## src/rtl/host_spi_gram_loader.sv

```systemverilog
// rtl/host_spi_gram_loader.sv - host SPI command decoder that streams or clears GRAM with single-cycle write strobes
module host_spi_gram_loader #(
    parameter int         MEM_BYTES = 3003,
    parameter int         ADDR_W    = 12,
    parameter logic [7:0] CMD_WRITE = 8'hA0,
    parameter logic [7:0] CMD_CLEAR = 8'hA1,
    parameter logic [7:0] FILL_VAL  = 8'h00
) (
    input  logic              CLK,
    input  logic              RST,
    input  logic              SSCK,
    input  logic              SSI,
    input  logic              SCS,
    output logic [ADDR_W-1:0] W_ADDR,
    output logic [7:0]        W_DATA,
    output logic              W_EN,
    output logic              BUSY,
    output logic              FRAME_DONE,
    output logic              OVF,
    output logic              HOST_SEL
);

    localparam logic [ADDR_W-1:0] ADDR_END  = ADDR_W'(MEM_BYTES);
    localparam logic [ADDR_W-1:0] ADDR_LAST = ADDR_W'(MEM_BYTES - 1);

    typedef enum logic [2:0] {
        S_IDLE,
        S_CMD,
        S_WRITE,
        S_FILL,
        S_DRAIN
    } state_t;

    state_t state, state_nxt;

    // [0]=first stage, [1]=synchronized level, [2]=previous level for edge detect
    logic [2:0] sck_sync;
    logic [2:0] scs_sync;
    logic [1:0] ssi_sync;

    logic [2:0]        bit_cnt, bit_cnt_nxt;
    logic [6:0]        shreg, shreg_nxt;
    logic [ADDR_W-1:0] addr, addr_nxt;
    logic              ovf_nxt;
    logic              w_en_nxt, done_nxt, busy_nxt;
    logic [ADDR_W-1:0] w_addr_nxt;
    logic [7:0]        w_data_nxt;

    logic       sck_rise, scs_rise, scs_fall, ssi_bit;
    logic       take_bit, byte_done;
    logic [7:0] rx_byte;

    always_ff @(posedge CLK or posedge RST) begin
        if (RST) begin
            sck_sync <= 3'b000;
            scs_sync <= 3'b111;
            ssi_sync <= 2'b00;
        end else begin
            sck_sync <= {sck_sync[1:0], SSCK};
            scs_sync <= {scs_sync[1:0], SCS};
            ssi_sync <= {ssi_sync[0], SSI};
        end
    end

    assign sck_rise = sck_sync[1] & ~sck_sync[2];
    assign scs_rise = scs_sync[1] & ~scs_sync[2];
    assign scs_fall = ~scs_sync[1] & scs_sync[2];
    assign ssi_bit  = ssi_sync[1];

    // A clock edge coinciding with deselect is dropped so the deselect is handled cleanly
    assign take_bit  = sck_rise & ~scs_rise & ((state == S_CMD) || (state == S_WRITE));
    assign byte_done = take_bit & (bit_cnt == 3'd7);
    assign rx_byte   = {shreg, ssi_bit};

    always_comb begin
        state_nxt   = state;
        bit_cnt_nxt = bit_cnt;
        shreg_nxt   = shreg;
        addr_nxt    = addr;
        ovf_nxt     = OVF;
        w_en_nxt    = 1'b0;
        w_addr_nxt  = '0;
        w_data_nxt  = 8'h00;
        done_nxt    = 1'b0;
        busy_nxt    = 1'b0;

        if (take_bit) begin
            bit_cnt_nxt = bit_cnt + 3'd1;
            shreg_nxt   = rx_byte[6:0];
        end

        case (state)
            S_IDLE: begin
                if (scs_fall) begin
                    state_nxt   = S_CMD;
                    bit_cnt_nxt = 3'd0;
                    shreg_nxt   = 7'd0;
                    addr_nxt    = '0;
                    ovf_nxt     = 1'b0;
                end
            end
            S_CMD: begin
                if (scs_rise) begin
                    state_nxt = S_IDLE;
                end else if (byte_done) begin
                    addr_nxt = '0;
                    if (rx_byte == CMD_WRITE) begin
                        state_nxt = S_WRITE;
                    end else if (rx_byte == CMD_CLEAR) begin
                        state_nxt = S_FILL;
                    end else begin
                        state_nxt = S_DRAIN;
                    end
                end
            end
            S_WRITE: begin
                if (scs_rise) begin
                    state_nxt = S_IDLE;
                    done_nxt  = 1'b1;
                end else if (byte_done) begin
                    if (addr == ADDR_END) begin
                        ovf_nxt = 1'b1;
                    end else begin
                        w_en_nxt   = 1'b1;
                        w_addr_nxt = addr;
                        w_data_nxt = {2'b00, rx_byte[5:0]};
                        addr_nxt   = addr + 1'b1;
                    end
                end
            end
            S_FILL: begin
                busy_nxt   = 1'b1;
                w_en_nxt   = 1'b1;
                w_addr_nxt = addr;
                w_data_nxt = {2'b00, FILL_VAL[5:0]};
                if (addr == ADDR_LAST) begin
                    done_nxt  = 1'b1;
                    addr_nxt  = '0;
                    state_nxt = scs_sync[1] ? S_IDLE : S_DRAIN;
                end else begin
                    addr_nxt = addr + 1'b1;
                end
            end
            S_DRAIN: begin
                if (scs_rise) begin
                    state_nxt = S_IDLE;
                end
            end
            default: begin
                state_nxt = S_IDLE;
            end
        endcase
    end

    always_ff @(posedge CLK or posedge RST) begin
        if (RST) begin
            state      <= S_IDLE;
            bit_cnt    <= 3'd0;
            shreg      <= 7'd0;
            addr       <= '0;
            OVF        <= 1'b0;
            W_EN       <= 1'b0;
            W_ADDR     <= '0;
            W_DATA     <= 8'h00;
            FRAME_DONE <= 1'b0;
            BUSY       <= 1'b0;
            HOST_SEL   <= 1'b0;
        end else begin
            state      <= state_nxt;
            bit_cnt    <= bit_cnt_nxt;
            shreg      <= shreg_nxt;
            addr       <= addr_nxt;
            OVF        <= ovf_nxt;
            W_EN       <= w_en_nxt;
            W_ADDR     <= w_addr_nxt;
            W_DATA     <= w_data_nxt;
            FRAME_DONE <= done_nxt;
            BUSY       <= busy_nxt;
            HOST_SEL   <= ~scs_sync[1];
        end
    end

endmodule

```

## config.mk

```make
export PLATFORM = sky130hd
export DESIGN_NAME = host_spi_gram_loader
export DESIGN_NICKNAME = d
export VERILOG_FILES = /design/src/rtl/host_spi_gram_loader.sv
export SDC_FILE = /design/constraint.sdc
export NUM_CORES = 1
export LEC_CHECK = 0
export CORE_MARGIN = 3
export CORE_UTILIZATION = 59
export CTS_BUF_LIST = sky130_fd_sc_hd__clkbuf_16
export DETAILED_ROUTE_END_ITERATION = 16
export PLACE_DENSITY = 0.84
export SYNTH_ARGS = -nofsm -noshare
export SYNTH_HDL_FRONTEND = slang
export SYNTH_SLANG_ARGS = --single-unit
```

## constraint.sdc

```tcl
create_clock -name CLK -period 5.3 [get_ports CLK]
set_input_delay 1.06 -clock CLK [delete_from_list [all_inputs] [get_ports CLK]]
set_output_delay 1.06 -clock CLK [all_outputs]
set_load 0.03 [all_outputs]
```

==> results.yml <==
timing:
  final_max_slew_viol_count: 0
  final-setup-viol-count: 0
  worst_pin_slew_ps: 1100
  hold_viol_final: 0
  period_needed_ps: 2410
  finClkSkew_ps: 8.93
  period_share: 0.455
  max_freq_ghz: 0.414
  setup_tns_ps: 0
  slew_headroom: 0.266
  rsz0062_at_grt: "false"
yosys:
  synthAdderAreaFrac: 0.0202
  synth_async_sr_flop_share: 1.00
  syn_area_um2: 2470
  synth_top_family_by_area: "simple AND/OR/NAND/NOR gates"
  ys_ff_latch: 56
  ys.flop_type: "dfrtp_1"
  ys_top_cells_by_area: "dfrtp_1 54%, mux2i_1 4.0%, and2_1 3.3%, dfstp_2 3.2%, nor2_1 2.9%"
  synth_xor_area_frac: 0.00709
  synth_cells: 222
  synth-simple-area-share: 0.205
  yosys_warnings: 0
  syn_avg_cell_area_um2: 11.1
  synth_top_area_cell: "dfrtp_1"
  synth_compound_area_frac: 0.105
  synth_edf_count: 0
  yosys-mux-area-fraction: 0.0450
  seq_area_frac_synth: 0.568
  ys_types: 46
  yosysTopAreaCellShare: 0.536
run:
  cap_violations: 0
global_route:
  grt_antenna_before_repair: 0
  first_global_vias: 1711
  grt_overflow: 0
  grt_first_pass_wirelength_mm: 7.83
  globalRouteTotalUtil: 0.195
  grt_max_degree: 57
worst_setup_path:
  cp_max_fo: 2
  start_kind: "flip-flop"
  worstPathArrival_ps: 1350
  worstSetupPathType: "reg2out"
  path_buf_inv: 1
  path_delay_family: "buffers and inverters"
  cp_cell_sequence: "clkdlybuf4s50_1"
  required_ps: 4240
  end_kind: "output pin"
  max_stage_delay_ps: 690
  cp_slowest_cell: "clkdlybuf4s50_1"
clock_tree:
  cts_tree: "built"
  clk_pin_slew_ps: 70
  cts_buffer_depth: 2
  numCtsBuffers: 5
  clock_sinks: 56
  postCtsSetupRepairBufs: 0
  hold_buffers: 0
  cts_resized: 0
  root_buffer: "clkbuf_16"
  htreeDepth: 2
  clock_latency_ps: 290
pwr:
  seqPwrFrac: 0.517
  ir_drop_uv: 220
  combPwrFrac: 0.159
  power.leakage_uw: 0.00132
  clockPowerShare: 0.324
  p_sw_frac: 0.278
  p_per_area_nw_per_um2: 329
  intPower_uw: 684
  power_switching_uw: 263
drt:
  final_antenna_net_count: 0
  drt_first_pass_iters: 4
  wire_per_inst_um: 15.3
  routed_wirelength_mm: 4.53
  viasPerCell: 5.99
  post-route-drc-count: 0
  drt_iter0_drc: 288
  vias: 1766
final_layout:
  layout_commonest_cell: "dfrtp_1"
  diodes: 0
  post-route-util: 0.746
  nets: 255
  final_cell_mix: "53 x dfrtp_1, 27 x clkdlybuf4s50_1, 19 x nor2_1"
  syn2layout_area_growth_pct: 16.3
  drive_gt1_frac: 0.0810
die:
  start_util: 0.642
  die_w_um: 70.7
  io_pins: 30
  dieArea_um2: 5000
  die_y_um: 70.7
  coreArea_um2: 3850
  placementRows: 22
place:
  globalplace.congestion: 0.817
  io_buffer_count: 27
  hpwlAfterDp_mm: 2.97
run_status:
  run_status: "completed"
worst_hold_path:
  hold_class: "reg2reg"
[cells in the mapped netlist, drive strengths merged (2+ instances only)]
| cell type | number |
|---|---|
| inv | 12 |
| clkbuf | 2 |
| nor3 | 12 |
| nand3b | 2 |
| dfstp | 3 |
| nor2b | 3 |
| ha | 4 |
| nand4 | 7 |
| and2 | 13 |
| o22ai | 6 |
| and3 | 4 |
| buf | 10 |
| o41ai | 3 |
| nor2 | 20 |
| nor4b | 2 |
| nand3 | 6 |
| nand2 | 11 |
| o21ai | 10 |
| o31ai | 4 |
| mux2i | 10 |
| a21oi | 8 |
| nor3b | 3 |
| dfrtp | 53 |
| nand2b | 2 |
[power groups by stage]
stage	Clock, uW	Combinational [uW]	Sequential, uW
global route	328	168	496
finish	307	150	490
floorplan	0	131	481
CTS	311	151	490
detailed placement	0	150	498
global placement	0	141	496
[cell type report]
cell class,count,area (um2)
flip-flops and latches,56,1410
fillers,267,977
multi-input cells,143,952
repair buffers,28,278
clock buffers,5,125
well taps,48,60.1
inverters,12,45.0
clock inverters,3,11.3
[stage by stage]
step                      setup WS (ps)  hold WS (ps)  instances  instance area, um2  power (uW)
after CTS                          2890           358        295                2880         952
after floorplan                    2870           331        223                2480         612
final                              2890           353        295                2880         947
after detailed placement           2850           344        287                2740         647
after global placement             2880           333        287                2740         637
after global routing               2850           367        295                2880         991
[sequential cells by signal, indices dropped and copies added, names as in the netlist]
register    cells
sck_sync        3
state           3
OVF             1
HOST_SEL        1
shreg           7
BUSY            1
W_ADDR         12
W_EN            1
addr           12
FRAME_DONE      1
ssi_sync        2
bit_cnt         3
scs_sync        3
W_DATA          6
[cells by family (layout without fill, tap and decap cells)]
| group | Yosys count | in the layout |
|---|---|---|
| AO/OA/AOI/OAI | 35 | 35 |
| XOR/XNOR | 2 | 2 |
| adder cells (fa/ha/maj) | 4 | 4 |
| buffers and inverters | 24 | 48 |
| flip-flops | 56 | 56 |
| multiplexers | 11 | 11 |
| other | 1 | 2 |
| AND/OR/NAND/NOR | 89 | 89 |
[path summary, 6_finish.rpt]
path | startpoint | end | slack [ps] | cells after the start
hold reg to reg | sck_sync[0] | sck_sync[1] | 350 | 0
min in group asynchronous | RST | W_DATA[0] | 1380 | 2
hold / removal | sck_sync[0] | sck_sync[1] | 350 | 0
setup reg to reg | scs_sync[1] | W_ADDR[3] | 3140 | 5
setup / recovery | OVF | OVF | 2890 | 1
max in group asynchronous | RST | bit_cnt[2] | 3250 | 2
[per-layer routing]
metal	wire length [um]	share of wire	GRT usage
met3	265	0.059	0.0483
met5	0	0	0
met2	2180	0.48	0.309
met4	82	0.018	0.0710
met1	2000	0.44	0.263
Note: power is estimated with default switching activity, not from simulation.
